### config.mk
export PLATFORM = sky130hd
export DESIGN_NAME = vend_sound_scheduler_flat
export DESIGN_NICKNAME = d
export VERILOG_FILES = /design/src/rtl/vend_sound_if.sv /design/src/rtl/vend_sound_scheduler.sv /design/src/flat_wrapper.sv
export SDC_FILE = /design/constraint.sdc
export NUM_CORES = 1
export LEC_CHECK = 0
export BUFFER_PORTS_ARGS = -buffer_cell sky130_fd_sc_hd__buf_2
export CORE_MARGIN = 3
export CORE_UTILIZATION = 40
export DETAILED_ROUTE_END_ITERATION = 12
export MAX_ROUTING_LAYER = met4
export PLACE_DENSITY = 0.68
export SLEW_MARGIN = 10
export SYNTH_ARGS = -nofsm -noshare
export SYNTH_HDL_FRONTEND = slang
export SYNTH_SLANG_ARGS = --single-unit
export TNS_END_PERCENT = 50
### constraint.sdc
create_clock -name clk -period 5.9 [get_ports clk]
set_input_delay 1.18 -clock clk [delete_from_list [all_inputs] [get_ports clk]]
set_output_delay 1.18 -clock clk [all_outputs]
set_load 0.02 [all_outputs]
### src/rtl/vend_sound_if.sv
// vend_sound_if: request/status bundle between the vending controller and the
// sound scheduler. The controller side drives req/mute; the scheduler drives
// the audio and status outputs.
interface vend_sound_if;
    logic [3:0] req;        // [3]=error, [2]=vend, [1]=change, [0]=coin pulses
    logic       mute;       // forces audio_out low, scheduling untouched
    logic       audio_out;  // square-wave drive to the PWM amplifier
    logic       busy;       // scheduler is in PLAY or GAP
    logic [1:0] active_id;  // sound in PLAY/GAP, 0 when idle
    logic [3:0] pending;    // latched requests not yet granted

    modport master (
        output req,
        output mute,
        input  audio_out,
        input  busy,
        input  active_id,
        input  pending
    );

    modport slave (
        input  req,
        input  mute,
        output audio_out,
        output busy,
        output active_id,
        output pending
    );
endinterface

### src/rtl/vend_sound_scheduler.sv
// vend_sound_scheduler: latches one-cycle sound requests, plays them one at a
// time by fixed priority (error > vend > change > coin) as a square wave of
// fixed duration, and inserts a silent gap plus one idle cycle between sounds.
// Optional macro SOUND_PREEMPT_EN: a pending error request aborts any other
// sound in PLAY or GAP and starts immediately.
module vend_sound_scheduler #(
    parameter int MS_CYCLES = 100_000,  // clk cycles per 1 ms duration tick
    parameter int TONE_TICK = 2_500,    // clk cycles per tone tick
    parameter int GAP_MS    = 20        // silent gap after each sound, ms
) (
    input  logic         clk,
    input  logic         rst_n,
    vend_sound_if.slave  bus
);

    // Durations are counted as whole ms (prescaler + ms counter) so neither
    // counter has to hold the full duration*MS_CYCLES product.
    localparam int MAX_MS = (GAP_MS > 300) ? GAP_MS : 300;
    localparam int MS_W   = $clog2(MS_CYCLES + 1);
    localparam int MSC_W  = $clog2(MAX_MS + 1);
    localparam int TONE_W = $clog2(80 * TONE_TICK + 1);

    typedef enum logic [1:0] {
        S_IDLE = 2'd0,
        S_PLAY = 2'd1,
        S_GAP  = 2'd2
    } state_t;

    state_t             state_q, state_d;
    logic [3:0]         pending_q, pending_d;
    logic [1:0]         active_q, active_d;
    logic               audio_q, audio_d;
    logic [MS_W-1:0]    ms_pre_q, ms_pre_d;
    logic [MSC_W-1:0]   ms_cnt_q, ms_cnt_d;
    logic [TONE_W-1:0]  tone_q, tone_d;

    logic [3:0]         pend_merge;
    logic [1:0]         grant_id;
    logic [MSC_W-1:0]   dur_ms;
    logic [TONE_W-1:0]  half_ticks;
    logic               ms_tick;
    logic               play_end;
    logic               gap_end;
    logic               tone_tc;
    logic               start;
    logic [1:0]         start_id;

    // New requests merge into the latched set; repeats of a set bit are absorbed.
    generate
        for (genvar gi = 0; gi < 4; gi++) begin : g_merge
            assign pend_merge[gi] = pending_q[gi] | bus.req[gi];
        end
    endgenerate

    // Highest set pending index wins arbitration.
    always_comb begin
        grant_id = 2'd0;
        for (int i = 0; i < 4; i++) begin
            if (pending_q[i]) begin
                grant_id = 2'(i);
            end
        end
    end

    // Fixed sound table: duration in ms and half-period in clk cycles.
    always_comb begin
        dur_ms     = MSC_W'(50);
        half_ticks = TONE_W'(10 * TONE_TICK);
        case (active_q)
            2'd3: begin
                dur_ms     = MSC_W'(300);
                half_ticks = TONE_W'(80 * TONE_TICK);
            end
            2'd2: begin
                dur_ms     = MSC_W'(200);
                half_ticks = TONE_W'(20 * TONE_TICK);
            end
            2'd1: begin
                dur_ms     = MSC_W'(150);
                half_ticks = TONE_W'(25 * TONE_TICK);
            end
            default: begin
                dur_ms     = MSC_W'(50);
                half_ticks = TONE_W'(10 * TONE_TICK);
            end
        endcase
    end

    assign ms_tick  = (ms_pre_q == MS_W'(MS_CYCLES - 1));
    assign play_end = ms_tick && (ms_cnt_q == dur_ms - MSC_W'(1));
    assign gap_end  = ms_tick && (ms_cnt_q == MSC_W'(GAP_MS - 1));
    assign tone_tc  = (tone_q == half_ticks - TONE_W'(1));

    // Next-state, counter and output logic for IDLE/PLAY/GAP sequencing.
    always_comb begin
        state_d   = state_q;
        pending_d = pend_merge;
        active_d  = active_q;
        audio_d   = audio_q;
        ms_pre_d  = ms_tick ? '0 : ms_pre_q + MS_W'(1);
        ms_cnt_d  = ms_tick ? ms_cnt_q + MSC_W'(1) : ms_cnt_q;
        tone_d    = tone_tc ? '0 : tone_q + TONE_W'(1);
        start     = 1'b0;
        start_id  = grant_id;

        case (state_q)
            S_IDLE: begin
                ms_pre_d = '0;
                ms_cnt_d = '0;
                tone_d   = '0;
                audio_d  = 1'b0;
                active_d = 2'd0;
                if (pending_q != 4'd0) begin
                    start    = 1'b1;
                    start_id = grant_id;
                end
            end
            S_PLAY: begin
                if (tone_tc) begin
                    audio_d = ~audio_q;
                end
                if (play_end) begin
                    state_d  = S_GAP;
                    ms_pre_d = '0;
                    ms_cnt_d = '0;
                    tone_d   = '0;
                    audio_d  = 1'b0;
                end
            end
            S_GAP: begin
                audio_d = 1'b0;
                tone_d  = '0;
                if (gap_end) begin
                    state_d  = S_IDLE;
                    ms_pre_d = '0;
                    ms_cnt_d = '0;
                    active_d = 2'd0;
                end
            end
            default: begin
                state_d  = S_IDLE;
                ms_pre_d = '0;
                ms_cnt_d = '0;
                tone_d   = '0;
                audio_d  = 1'b0;
                active_d = 2'd0;
            end
        endcase

`ifdef SOUND_PREEMPT_EN
        // A pending error cuts off any other sound, including its gap.
        if ((state_q != S_IDLE) && pending_q[3] && (active_q != 2'd3)) begin
            start    = 1'b1;
            start_id = 2'd3;
        end
`endif

        // Starting a sound: restart all counters, first PLAY cycle drives high.
        // A same-cycle request for the granted bit keeps it pending.
        if (start) begin
            state_d             = S_PLAY;
            active_d            = start_id;
            pending_d[start_id] = bus.req[start_id];
            audio_d             = 1'b1;
            ms_pre_d            = '0;
            ms_cnt_d            = '0;
            tone_d              = '0;
        end
    end

    // State and counter registers with synchronous active-low reset.
    always_ff @(posedge clk) begin
        if (!rst_n) begin
            state_q   <= S_IDLE;
            pending_q <= '0;
            active_q  <= '0;
            audio_q   <= 1'b0;
            ms_pre_q  <= '0;
            ms_cnt_q  <= '0;
            tone_q    <= '0;
        end else begin
            state_q   <= state_d;
            pending_q <= pending_d;
            active_q  <= active_d;
            audio_q   <= audio_d;
            ms_pre_q  <= ms_pre_d;
            ms_cnt_q  <= ms_cnt_d;
            tone_q    <= tone_d;
        end
    end

    assign bus.audio_out = audio_q & ~bus.mute;
    assign bus.busy      = (state_q != S_IDLE);
    assign bus.active_id = active_q;
    assign bus.pending   = pending_q;

endmodule
### src/flat_wrapper.sv
// flat-port wrapper written by rule: the top's interface ports become plain ports
module vend_sound_scheduler_flat 
#(
    parameter int MS_CYCLES = 100_000,                                      
    parameter int TONE_TICK = 2_500,                               
    parameter int GAP_MS    = 20                                          
)
  (clk, rst_n, bus_req, bus_mute, bus_audio_out, bus_busy, bus_active_id, bus_pending);
  vend_sound_if bus_i ();
  input  logic clk;
  input  logic rst_n;
  input wire logic [$bits(bus_i.req)-1:0] bus_req;
  input wire logic [$bits(bus_i.mute)-1:0] bus_mute;
  output wire logic [$bits(bus_i.audio_out)-1:0] bus_audio_out;
  output wire logic [$bits(bus_i.busy)-1:0] bus_busy;
  output wire logic [$bits(bus_i.active_id)-1:0] bus_active_id;
  output wire logic [$bits(bus_i.pending)-1:0] bus_pending;
  assign bus_i.req = bus_req;
  assign bus_i.mute = bus_mute;
  assign bus_audio_out = bus_i.audio_out;
  assign bus_busy = bus_i.busy;
  assign bus_active_id = bus_i.active_id;
  assign bus_pending = bus_i.pending;
  vend_sound_scheduler #(.MS_CYCLES(MS_CYCLES), .TONE_TICK(TONE_TICK), .GAP_MS(GAP_MS)) u_core (.clk(clk), .rst_n(rst_n), .bus(bus_i));
endmodule
==> results.cfg <==
[outcome]
outcome = completed

[hold_path]
min_from = u_core.ms_pre_q[0]
hold_path_class = register to register
min_to = u_core.ms_pre_q[0]
holdPathStages = 1

[worst_setup_path]
worst-path-max-fanout = 18
r2r-end = u_core.tone_q[3]
critPathTopFamily = simple AND/OR/NAND/NOR gates
slowest_stage = dfxtp_1
cp.arrival_ns = 2.97
worstSetupStartpoint = u_core.bus.active_id[1]
end_kind = register
r2r_start = u_core.bus.active_id[1]
critPathMaxStageDelay_ns = 0.55
reg2reg_setup_slack_ns = 3.10
path_buf_inv = 1
crit_chain = inv_1 > ha_1 > or4b_1 > a22oi_1 > nand4_1 > nand2_1 > or3b_1 > nor2_1
crit_required_ns = 6.07
cp-start-kind = register
crit_type = register to register
reg2regPathDepth = 8

[clock_tree]
cts_resized = 0
clock_path_buffers = 2
clk_pin_slew_worst_paths_ns = 0.09
clockRootBuffer = clkbuf_8
cts_tree = done
clk-insertion-delay-late_ns = 0.30
post_cts_buffers = 0
cts.hold.buffers_added = 0
cts.sinks = 53
cts_htree_levels = 2
cts_buffers = 5

[power]
ir_worst_vdd_mv = 0.134
internal_power_uw = 479
p_comb_share_pct = 11.2
seq_power_share_pct = 58.1
netSwitchingFraction_pct = 25.9
total_power_uw = 646
leakagePower_uw = 0.00101
p_per_area_nw_per_um2 = 223
clkPwrFrac_pct = 30.7
netSwitchingPower_uw = 167

[drt]
detail_route.iter0.violations = 91
drt-wirelength-per-cell_microns = 12.0
num_vias = 2042
drc = 0
totalWireLength_microns = 4830
avgViaCountPerCell = 5.07
first_pass_iters = 4
ant_nets = 0

[synth]
ys_ff_latch = 53
yosysTopAreaCell = dfxtp_1
synthCells = 311
async_reset_ff_share_pct = 0
yosys_warnings = 0
muxShareOfSynthArea_pct = 0.741
synth_top_area_share_pct = 39.3
synth_top_family_by_area = simple AND/OR/NAND/NOR gates
ys_types = 47
synth_xor_area_share_pct = 14.3
synth_simple_gate_area_share_pct = 28.5
syn-cell-area_sq_um = 2700
ys_seq_area_share_pct = 39.3
syn_nets = 332
synth_adder_area_share_pct = 6.48
synth_edf_count = 0
syn_avg_cell_area_sq_um = 8.69
synth_compound_area_share_pct = 6.62
synth_area_leaders = dfxtp_1 39%, xor2_1 8.8%, nor2_1 8.1%
synth-main-ff-cell = dfxtp_1

[global_routing]
first_global_vias = 1878
grt-busiest-layer = met2
grt_max_degree = 19
grt_overflow = 0
met2_usage_pct = 21.2
met3_usage_pct = 3.20
grt_usage_pct = 14.1
antenna_found_initial = 0
met1_usage_pct = 18.8
grt_pass1_wl_microns = 8610

[final_layout]
drive_above_1_share_pct = 8.59
multi_input_area_sq_um = 1530
fillers = 641
antenna_cells = 0
sequential_cell_area_sq_um = 1060
nets = 346
post-route-cell-area_sq_um = 2900
area_growth_pct = 7.18

[timing]
rsz0062_at_grt = no
tns_ns = 0
max_clock_freq_ghz = 0.358
worst_slew_pin_slew_ns = 0.597
setup-violations-final = 0
hold_viol_final = 0
fin_crit_sh_pct = 47.4
fin_crit_ns = 2.80
fin_skew_ns = 0.0111
relSlewSlack_pct = 60.2
slew_violations = 0
setup_slack_ns = 3.10

[die]
dieArea_sq_um = 7780
dieWidth_microns = 88.2
rows = 29
ios = 15
core_sq_um = 6460
dieHeight_microns = 88.2
initial_core_util_pct = 41.8

[run]
drv_cap = 0

[placement]
port-buffer-count = 14
post_dp_cell_area_sq_um = 2810
dp_hpwl_microns = 3590
gp_congestion = 0.779
dp_slack_ns = 3.11
-- state kept, by name, indices dropped and copies added (netlist names) --
signal	count
u_core.tone_q	18
u_core.bus.pending	4
u_core.bus.active_id	2
u_core.ms_pre_q	17
u_core.state_q	2
u_core.audio_q	1
u_core.ms_cnt_q	9
-- worst max-delay path by stage --
stage               slack, ns               end  depth (start not counted)
finish                   3.10  u_core.tone_q[3]                          8
global route             2.80  u_core.tone_q[7]                          8
CTS                      3.05  u_core.tone_q[7]                          8
detailed placement       3.11  u_core.tone_q[9]                          8
global placement         3.15  u_core.tone_q[7]                          8
floorplan                3.24     bus_audio_out                          1
-- per-stage QoR --
stage,hold slack [ns],instances,utilization (%)
5_1_grt,0.519,403,44.8
6_report,0.470,403,44.8
2_1_floorplan,0.430,311,-
3_3_place_gp,0.444,395,43.5
4_1_cts,0.479,403,44.8
3_5_place_dp,0.456,395,43.5
-- cell type report --
cell class | instances | share of cell area (%)
Clock buffer | 6 | 2.51
Clock inverter | 2 | 0.475
Multi-Input combinational cell | 237 | 52.8
Inverter | 14 | 1.82
Tap cell | 77 | 3.33
Sequential cell | 53 | 36.6
Timing Repair Buffer | 14 | 2.42
-- cell families after synthesis --
logic type	count (synthesis)
fa+ha+maj	14
xor+xnor	44
compound gates	28
flops	53
buf+inv	21
simple gates	149
mux	2
-- power by group through the flow --
stage | Clock (uW) | Sequential (uW) | Combinational [uW]
3_5_place_dp | 0 | 384 | 72.5
6_report | 199 | 375 | 72.5
2_1_floorplan | 0 | 385 | 52.5
3_3_place_gp | 0 | 383 | 71.4
5_1_grt | 223 | 377 | 81.7
4_1_cts | 207 | 375 | 73.1
-- cell usage in the layout (no fill, tap or decap), types with 3 or more instances in the layout --
cell	instances
a21oi_1	11
and3_1	5
and4_1	5
buf_2	14
clkbuf_8	5
dfxtp_1	53
ha_1	14
inv_1	14
nand2_1	21
nand2b_1	3
nand3_1	18
nand4_1	7
nor2_1	58
nor2b_1	3
nor3_1	4
nor4b_1	3
nor4bb_1	3
o21ai_0	5
or3_1	5
xnor2_1	17
xor2_1	27
-- synth_stat cells, drive strengths merged (2+ instances only) --
| cell | count |
|---|---|
| a21oi | 12 |
| and3 | 5 |
| and4 | 5 |
| buf | 6 |
| dfxtp | 53 |
| ha | 14 |
| inv | 14 |
| mux2i | 2 |
| nand2 | 21 |
| nand2b | 3 |
| nand3 | 18 |
| nand4 | 7 |
| nor2 | 58 |
| nor2b | 3 |
| nor3 | 4 |
| nor4 | 2 |
| nor4b | 3 |
| nor4bb | 3 |
| o211ai | 2 |
| o21ai | 5 |
| or3 | 5 |
| or3b | 3 |
| or4 | 2 |
| or4b | 2 |
| xnor2 | 17 |
| xor2 | 27 |
-- worst reg2reg max path, stage by stage, from the launching register on --
cell	delay [ns]
dfxtp_1	0.55
inv_1	0.14
ha_1	0.33
or4b_1	0.53
a22oi_1	0.18
nand4_1	0.16
nand2_1	0.15
or3b_1	0.51
nor2_1	0.11
-- routing by layer --
metal | share of wire, % | vias up
li1 | - | 1084
met1 | 52 | 929
met2 | 44 | 23
met3 | 2.7 | 6
met4 | 1.3 | 0
met5 | 0 | -
(Power assumes the default switching activity.)
